--- config.mk ---
export PLATFORM = sky130hd
export DESIGN_NAME = mips_multicycle_ctrl
export DESIGN_NICKNAME = d
export VERILOG_FILES = /design/src/rtl/mips_pkg.sv /design/src/rtl/mips_multicycle_ctrl_alu_decoder.sv /design/src/rtl/mips_multicycle_ctrl.sv
export SDC_FILE = /design/constraint.sdc
export NUM_CORES = 1
export LEC_CHECK = 0
export BUFFER_PORTS_ARGS = -buffer_cell sky130_fd_sc_hd__buf_4
export CAP_MARGIN = 20
export CORE_MARGIN = 2
export CORE_UTILIZATION = 45
export CTS_CLUSTER_DIAMETER = 200
export DETAILED_ROUTE_END_ITERATION = 16
export PLACE_DENSITY = 0.73
export RECOVER_POWER = 100
export SYNTH_ARGS = -nofsm -noshare
export SYNTH_HDL_FRONTEND = slang
export SYNTH_SLANG_ARGS = --single-unit
export TNS_END_PERCENT = 10
--- constraint.sdc ---
create_clock -name clk -period 2.3 [get_ports clk]
set_input_delay 0.46 -clock clk [delete_from_list [all_inputs] [get_ports clk]]
set_output_delay 0.46 -clock clk [all_outputs]
set_load 0.01 [all_outputs]
--- src/rtl/mips_pkg.sv ---
// Shared definitions for the multicycle MIPS control unit.
//   - state_t : the twelve main-FSM states
//   - ALU_*   : 3-bit operation codes understood by the ALU
//   - OP_*    : instruction opcodes (instr[31:26])
//   - FN_*    : R-type function codes (instr[5:0])
//   - ALUOP_* : internal 2-bit request from the FSM to the ALU decoder
package mips_pkg;

    typedef enum logic [3:0] {
        S_FETCH,
        S_DECODE,
        S_MEMADR,
        S_MEMRD,
        S_MEMWB,
        S_MEMWR,
        S_EXECUTE,
        S_ALUWB,
        S_BRANCH,
        S_ADDIEX,
        S_ADDIWB,
        S_JUMP
    } state_t;

    localparam logic [2:0] ALU_AND  = 3'b000;
    localparam logic [2:0] ALU_OR   = 3'b001;
    localparam logic [2:0] ALU_ADD  = 3'b010;
    localparam logic [2:0] ALU_ANDN = 3'b100;  // A & ~B
    localparam logic [2:0] ALU_ORN  = 3'b101;  // A | ~B
    localparam logic [2:0] ALU_SUB  = 3'b110;
    localparam logic [2:0] ALU_SLT  = 3'b111;

    localparam logic [5:0] OP_RTYPE = 6'b000000;
    localparam logic [5:0] OP_LW    = 6'b100011;
    localparam logic [5:0] OP_SW    = 6'b101011;
    localparam logic [5:0] OP_BEQ   = 6'b000100;
    localparam logic [5:0] OP_ADDI  = 6'b001000;
    localparam logic [5:0] OP_J     = 6'b000010;

    localparam logic [5:0] FN_ADD = 6'b100000;
    localparam logic [5:0] FN_SUB = 6'b100010;
    localparam logic [5:0] FN_AND = 6'b100100;
    localparam logic [5:0] FN_OR  = 6'b100101;
    localparam logic [5:0] FN_SLT = 6'b101010;

    localparam logic [1:0] ALUOP_ADD   = 2'b00;
    localparam logic [1:0] ALUOP_SUB   = 2'b01;
    localparam logic [1:0] ALUOP_FUNCT = 2'b10;

endpackage

--- src/rtl/mips_multicycle_ctrl_alu_decoder.sv ---
// ALU decoder: purely combinational.
//   alu_op    in  : 00=ADD, 01=SUB, 10=decode funct (11 treated as ADD)
//   funct     in  : R-type function field
//   alu_cont  out : 3-bit ALU operation code
//   bad_funct out : funct not supported while alu_op requests funct decode
module alu_decoder
    import mips_pkg::*;
(
    input  logic [1:0] alu_op,
    input  logic [5:0] funct,
    output logic [2:0] alu_cont,
    output logic       bad_funct
);

    // NOTE: every output gets a value before the case so no path leaves it
    // unassigned; otherwise synthesis infers a latch.
    always_comb begin
        alu_cont  = ALU_ADD;
        bad_funct = 1'b0;
        case (alu_op)
            ALUOP_SUB: alu_cont = ALU_SUB;
            ALUOP_FUNCT: begin
                case (funct)
                    FN_ADD:  alu_cont = ALU_ADD;
                    FN_SUB:  alu_cont = ALU_SUB;
                    FN_AND:  alu_cont = ALU_AND;
                    FN_OR:   alu_cont = ALU_OR;
                    FN_SLT:  alu_cont = ALU_SLT;
                    default: bad_funct = 1'b1;  // unsupported: fall back to ADD
                endcase
            end
            default: alu_cont = ALU_ADD;
        endcase
    end

endmodule

--- src/rtl/mips_multicycle_ctrl.sv ---
// Multicycle MIPS control unit: Moore main FSM plus ALU decoder.
//   clk, reset  : rising-edge clock, synchronous active-high reset
//   op, funct   : instruction fields; op sampled in DECODE, funct in EXECUTE
//   zero        : ALU zero flag, only consulted in BRANCH
//   alu_cont    : ALU operation code
//   alu_src_a/b, pc_src, iord, reg_dst, mem_to_reg : datapath mux selects
//   pc_en, mem_write, ir_write, reg_write           : datapath write enables
//   illegal_op  : one-cycle pulse on unsupported opcode (DECODE) or funct (EXECUTE)
module mips_multicycle_ctrl
    import mips_pkg::*;
(
    input  logic       clk,
    input  logic       reset,
    input  logic [5:0] op,
    input  logic [5:0] funct,
    input  logic       zero,
    output logic [2:0] alu_cont,
    output logic       alu_src_a,
    output logic [1:0] alu_src_b,
    output logic [1:0] pc_src,
    output logic       pc_en,
    output logic       iord,
    output logic       mem_write,
    output logic       ir_write,
    output logic       reg_dst,
    output logic       mem_to_reg,
    output logic       reg_write,
    output logic       illegal_op
);

    state_t     state;
    state_t     next_state;
    logic       mem_is_load;  // lw vs sw, remembered from DECODE since op may change afterwards
    logic [1:0] alu_op;
    logic       pc_write;
    logic       branch;
    logic       illegal_dec;
    logic       bad_funct;

    alu_decoder u_alu_decoder (
        .alu_op    (alu_op),
        .funct     (funct),
        .alu_cont  (alu_cont),
        .bad_funct (bad_funct)
    );

    // NOTE: state registers use non-blocking assignments so every flop
    // samples the pre-edge values, independent of statement order.
    always_ff @(posedge clk) begin
        if (reset) begin
            state       <= S_FETCH;
            mem_is_load <= 1'b0;
        end else begin
            state <= next_state;
            if (state == S_DECODE) begin
                mem_is_load <= (op == OP_LW);
            end
        end
    end

    always_comb begin
        next_state  = S_FETCH;
        alu_src_a   = 1'b0;
        alu_src_b   = 2'b00;
        alu_op      = ALUOP_ADD;
        pc_src      = 2'b00;
        pc_write    = 1'b0;
        branch      = 1'b0;
        iord        = 1'b0;
        mem_write   = 1'b0;
        ir_write    = 1'b0;
        reg_dst     = 1'b0;
        mem_to_reg  = 1'b0;
        reg_write   = 1'b0;
        illegal_dec = 1'b0;

        case (state)
            S_FETCH: begin
                ir_write   = 1'b1;
                alu_src_b  = 2'b01;
                pc_write   = 1'b1;
                next_state = S_DECODE;
            end
            S_DECODE: begin
                // Branch target (PC+4 + imm<<2) is computed here speculatively.
                alu_src_b = 2'b11;
                case (op)
                    OP_LW, OP_SW: next_state = S_MEMADR;
                    OP_RTYPE:     next_state = S_EXECUTE;
                    OP_BEQ:       next_state = S_BRANCH;
                    OP_ADDI:      next_state = S_ADDIEX;
                    OP_J:         next_state = S_JUMP;
                    default: begin
                        next_state  = S_FETCH;
                        illegal_dec = 1'b1;
                    end
                endcase
            end
            S_MEMADR: begin
                alu_src_a  = 1'b1;
                alu_src_b  = 2'b10;
                next_state = mem_is_load ? S_MEMRD : S_MEMWR;
            end
            S_MEMRD: begin
                iord       = 1'b1;
                next_state = S_MEMWB;
            end
            S_MEMWB: begin
                mem_to_reg = 1'b1;
                reg_write  = 1'b1;
            end
            S_MEMWR: begin
                iord      = 1'b1;
                mem_write = 1'b1;
            end
            S_EXECUTE: begin
                alu_src_a  = 1'b1;
                alu_op     = ALUOP_FUNCT;
                next_state = S_ALUWB;
            end
            S_ALUWB: begin
                reg_dst   = 1'b1;
                reg_write = 1'b1;
            end
            S_BRANCH: begin
                alu_src_a = 1'b1;
                alu_op    = ALUOP_SUB;
                pc_src    = 2'b01;
                branch    = 1'b1;
            end
            S_ADDIEX: begin
                alu_src_a  = 1'b1;
                alu_src_b  = 2'b10;
                next_state = S_ADDIWB;
            end
            S_ADDIWB: begin
                reg_write = 1'b1;
            end
            S_JUMP: begin
                pc_src   = 2'b10;
                pc_write = 1'b1;
            end
            default: next_state = S_FETCH;  // unused encodings recover
        endcase

        // During reset present FETCH selects but suppress every write so an
        // aborted instruction leaves no partial side effect.
        if (reset) begin
            alu_src_a   = 1'b0;
            alu_src_b   = 2'b01;
            alu_op      = ALUOP_ADD;
            pc_src      = 2'b00;
            iord        = 1'b0;
            reg_dst     = 1'b0;
            mem_to_reg  = 1'b0;
            pc_write    = 1'b0;
            branch      = 1'b0;
            mem_write   = 1'b0;
            ir_write    = 1'b0;
            reg_write   = 1'b0;
            illegal_dec = 1'b0;
        end
    end

    // Combinational on zero so the branch resolves in the same BRANCH cycle.
    assign pc_en = pc_write | (branch & zero);

    // bad_funct can only rise while alu_op requests funct decode, i.e. in EXECUTE.
    assign illegal_op = illegal_dec | bad_funct;

endmodule

# Word-level counts from Yosys, hierarchy flattened
# Index checks and enable logic that the tools add are counted.
[op_classes] n_eq_ne=23 n_mux=34 n_bitwise=3 n_reduce_logical=10
[op_table] operator="$eq 6x6->1 const B" n=7
[op_table] operator="$pmux 4 s6" n=1
[op_table] operator="$mux 1" n=23
[op_table] operator="$pmux 4 s5" n=1
[op_table] operator="$eq 4x3->1 const B" n=4
[op_table] operator="$eq 4x4->1 const B" n=4
[op_table] operator="$pmux 3 s4" n=1
[op_table] operator="$eq 4x2->1 const B" n=2
[op_table] operator="$pmux 2 s2" n=2
[op_table] operator="$reduce_or 2->1" n=4
[op_table] operator="$eq 6x2->1 const B" n=1
[op_table] operator="$eq 6x3->1 const B" n=1
[op_table] operator="$eq 6x4->1 const B" n=1
[op_table] operator="$logic_not 6->1" n=1
[op_table] operator="$mux 2" n=3
[op_table] operator="$pmux 2 s3" n=1
[op_table] operator="$pmux 3 s2" n=1
[op_table] operator="$reduce_or 6->1" n=1
[op_table] operator="$reduce_or 5->1" n=1
[op_table] operator="$eq 4x1->1 const B" n=1
[op_table] operator="$logic_not 4->1" n=1
[op_table] operator="$reduce_or 4->1" n=1
[op_table] operator="$mux 3" n=1
[op_table] operator="$reduce_or 3->1" n=1
[op_table] operator="other kinds (4)" n=5
[totals] register_bits=5 output_inout_bits=16

# Depth between registers and ports, before layout
[depth] depth_word=6 depth_mapped=7 depth_no_buf=6

# Cells and area by module
# Synthesis repeated with hierarchy kept, for this count alone.
[hier_totals] hier_cells=94 hier_area_um2=671.9
[modules_own_cells] module="mips_multicycle_ctrl" n_inst=1 cells_per_inst=74 area_each_um2=523.0 seq_area_each_um2=100.1
[modules_own_cells] module="alu_decoder" n_inst=1 cells_per_inst=20 area_each_um2=148.9 seq_area_each_um2=0.0

# Least setup slack after synthesis
# Ideal clock, no wire load.
[synth_timing] path_type="input port to output port" from="in reset" to="out alu_cont[0]" t_arrival_ps=1702 required_ps=1840 setup_slack_ps=138 cell_stages=5 cell_sequence="clkbuf_1 > or3_1 > nor2_1 > ha_1 > nor3_1"
[synth_via] elab_chain_cells=3
[synth_rtl] item="start, declared" line="mips_multicycle_ctrl.sv:13" source="input logic reset,"
[synth_rtl] item="$mux 2 *" line="mips_multicycle_ctrl.sv:148" source="if (reset) begin"
[synth_rtl] item="$eq 2x2->1 / $eq 2x1->1 (equally long branches)" line="mips_multicycle_ctrl_alu_decoder.sv:20" source="case (alu_op)"
[synth_rtl] item="$pmux 3 s2 *" line="mips_multicycle_ctrl_alu_decoder.sv:20"
[synth_rtl] item="end, declared" line="mips_multicycle_ctrl.sv:17" source="output logic [2:0] alu_cont,"
# Every way passes the cells marked *; elsewhere a longest branch is shown, timed or not.

# Worst setup path after layout
[layout_timing] from="reg state[2]" to="out alu_cont[2]"
[layout_via] elab_chain_cells=5
[layout_rtl] item="start, declared" line="mips_multicycle_ctrl.sv:31" source="state_t state;"
[layout_rtl] item="start signal, assigned" line="mips_multicycle_ctrl.sv:54" source="state <= next_state;"
[layout_rtl] item="$eq 4x4->1 / $eq 4x3->1 (equally long branches)" line="mips_multicycle_ctrl.sv:77" source="case (state)"
[layout_rtl] item="$pmux 2 s2 *" line="mips_multicycle_ctrl.sv:77"
[layout_rtl] item="$mux 2 *" line="mips_multicycle_ctrl.sv:148"
[layout_rtl] item="$eq 2x2->1 / $eq 2x1->1 (equally long branches)" line="mips_multicycle_ctrl_alu_decoder.sv:20"
[layout_rtl] item="$pmux 3 s2 *" line="mips_multicycle_ctrl_alu_decoder.sv:20"
# Marked as above.

==> results.md <==
- Crit Path Class: register to output port
- Num CTS Buffers: 3
- Vias per Instance: ~5.7
- Wirelength per Cell: 12.9 um
- Worst vdd ir: 0.000240 V
- Post-Syn Nets: 114
- Fin nets: 150
- Worst-path clk slew: 0.05 ns
- Antenna Cells: 0
- Clock Skews: 0.00603 ns
- Die ar.: between 1500 and 2000 um^2
- Core Footprint: between 1000 and 1500 um^2
- Cell Area, Synth: 694 um^2
- Netlist cell types: 42
- Clock Path Buffers: 2
- Final Routed Wirelength: 1900 um
- Final setup viols: 0
- Root Buffer: clkbuf_4
- Setup crit end kind: output port
- Slew at the pin closest to its max-slew limit: 0.337 ns
- Share of post-route cells with drive strength above 1: 0.397
- Crit Path Max Fanout: 3
- Number of port buffers: 30
- CTS tree: yes
- Site Rows: 14
- Crit start category: register
- Max Cap Violations: 0
- Ys Warns: 0
- RSZ-0062 raised after global routing: true
- DP Area: approximately 960 um^2
- Total global-route track usage: 0.227
- Initial DRC count: 18
- Die width: 43.3 um
- Hold Crit Class: input port to register
- Max Fclk: 0.443 GHz
- Global route overflow: 0
- Count of pins over their slew limit: 0
- Max incr delay on CP: between 0.3 and 0.4 ns
- Power per cell area: approximately 280 nW/um^2
- Leak pwr: about 0.4 nW
- Largest net degree at the start of global routing: 17
- Via count: approximately 840
- #FFs+latches synth: 5
- Final instance area: around 1000 um^2
- First-pass GRT wire length: approximately 3300 um
- Num ports: 31
- Final GP Congestion: slightly above 0.8
- Cell family with most CP delay: simple AND/OR/NAND/NOR gates
- Post-synthesis sequential area ratio: 0.144
- CP arrival: about 1.8 ns
- Post-DP HPWL: 1480 um
- Initial Util: 0.472
- Post-Layout Cell Count: about 150
- Clk_lat worst skew: 0.24 ns
- Syn Area/Cell: 7.23 um^2
- Cells after Synth: 96
- Post-route antenna net violation count: 0
- Min Tclk post-route: between 2 and 2.5 ns
- Remaining routing DRC violations: 0
- Final Total Pwr: 0.287 mW
- Fin crit share: 0.982
- Clock Sinks: 5
- Critical-path top delay cell: or3_4
- WHS: 0.459 ns
- Antenna violations before repair: 0
- Chip Height: approximately 43 um
- Vias in the first global route: approximately 780
- Hold Fails Final Rpt: 0
- Area delta synth->final: 45.8%
- EDFF count, synth: 0
- CTS HTree Levels: 1
- CP Buf/Inv Count: 2
- Post-synthesis async set-or-reset flop share: 0
- Finished Core Util: 0.688
- CP required: approximately 1.8 ns
- Post-Place Cells: 142
- Headroom to the max-slew limit: 0.773
- Pre-Repair DR Iteration Count: 4
- Critical path cell sequence: inv_1 > or3_4 > or2_1 > ha_1 > a41oi_2 > nor2_1 > buf_4
- Status: finished, final reports clean
- Main flop type after synthesis: dfxtp_1
[cell families after synthesis]
family                     Yosys count  synth area share
and+or+nand+nor                     54             0.459
buffers and inverters               10            0.0685
DFF                                  5             0.144
adders and majority gates            3            0.0541
AOI/OAI and AO/OA                   22             0.249
xor gates and xnor gates             2            0.0252
[registers in the layout, summed over array words and instances, names as in the netlist]
| name | flops |
|---|---|
| mem_is_load | 1 |
| state | 4 |
[worst register-to-register path: stages (launching register included)]
cell      delay, ns
dfxtp_1        0.38
buf_4          0.24
or3b_4         0.42
o22a_1         0.20
a221oi_2       0.20
[placed cells by master (no fill, tap or decap), types with 3 or more instances in the layout]
cell	synthesis	routed
ha_1	3	3
buf_4	0	38
nand2b_1	6	6
o21a_1	3	3
nor2_1	13	12
clkbuf_4	0	3
nand2_1	5	5
o21ai_0	3	3
inv_1	3	3
dfxtp_1	5	4
nor3_1	7	7
[per-layer routing]
metal  vias up  part of all wire  global-route usage
li1        432                 -                   -
met1       378              0.47               0.307
met2        22              0.49               0.373
met3         4             0.030              0.0128
met4         0             0.010              0.0848
met5         -                 0                   0
[cell usage after synthesis, drive strengths merged (3+ instances only)]
cell,count,area [um^2]
a221oi,3,32.5
buf,3,21.3
clkbuf,4,15.0
dfxtp,5,100
ha,3,37.5
inv,3,11.3
nand2,5,18.8
nand2b,6,37.5
nor2,13,48.8
nor3,7,35.0
nor4,3,18.8
nor4b,3,41.3
o21a,3,22.5
o21ai,3,15.0
or3b,3,28.8
[through the flow]
stage               setup WS, ns  setup TNS, ns
global route             -0.0435         -0.120
finish                    0.0414              0
CTS                       0.0200              0
global placement           0.102              0
floorplan                  0.138              0
detailed placement        0.0887              0
[final timing paths]
kind | startpoint | cells after the start | end | slack (ns)
setup reg to reg | state[1] | 4 | state[1] | 0.79
hold reg to reg | mem_is_load | 2 | mem_is_load | 0.49
setup / recovery | state[2] | 7 | alu_cont[2] | 0.04
hold / removal | reset | 2 | state[1] | 0.46
[report_power, final]
group	switching [mW]	total (mW)	internal (mW)
Combinational	0.0464	0.0937	0.0473
Sequential	0.00271	0.0921	0.0893
Clock	0.0357	0.101	0.0656
[area by class of cell]
cell class | instances | area, um^2
multi-input combinational | 81 | 568
fill | 132 | 459
timing repair buffer | 38 | 285
sequential | 5 | 101
clock buffer | 4 | 26.3
tap | 16 | 20.0
inverter | 3 | 11.3
[repair_timing]
item / in CTS / in global routing
buffers inserted: 1 / 0
resized for setup: 3 / 2
hold buffers: 0 / 0
setup endpoints to repair: 4 / 4
Power figures use the tool's default switching activity.
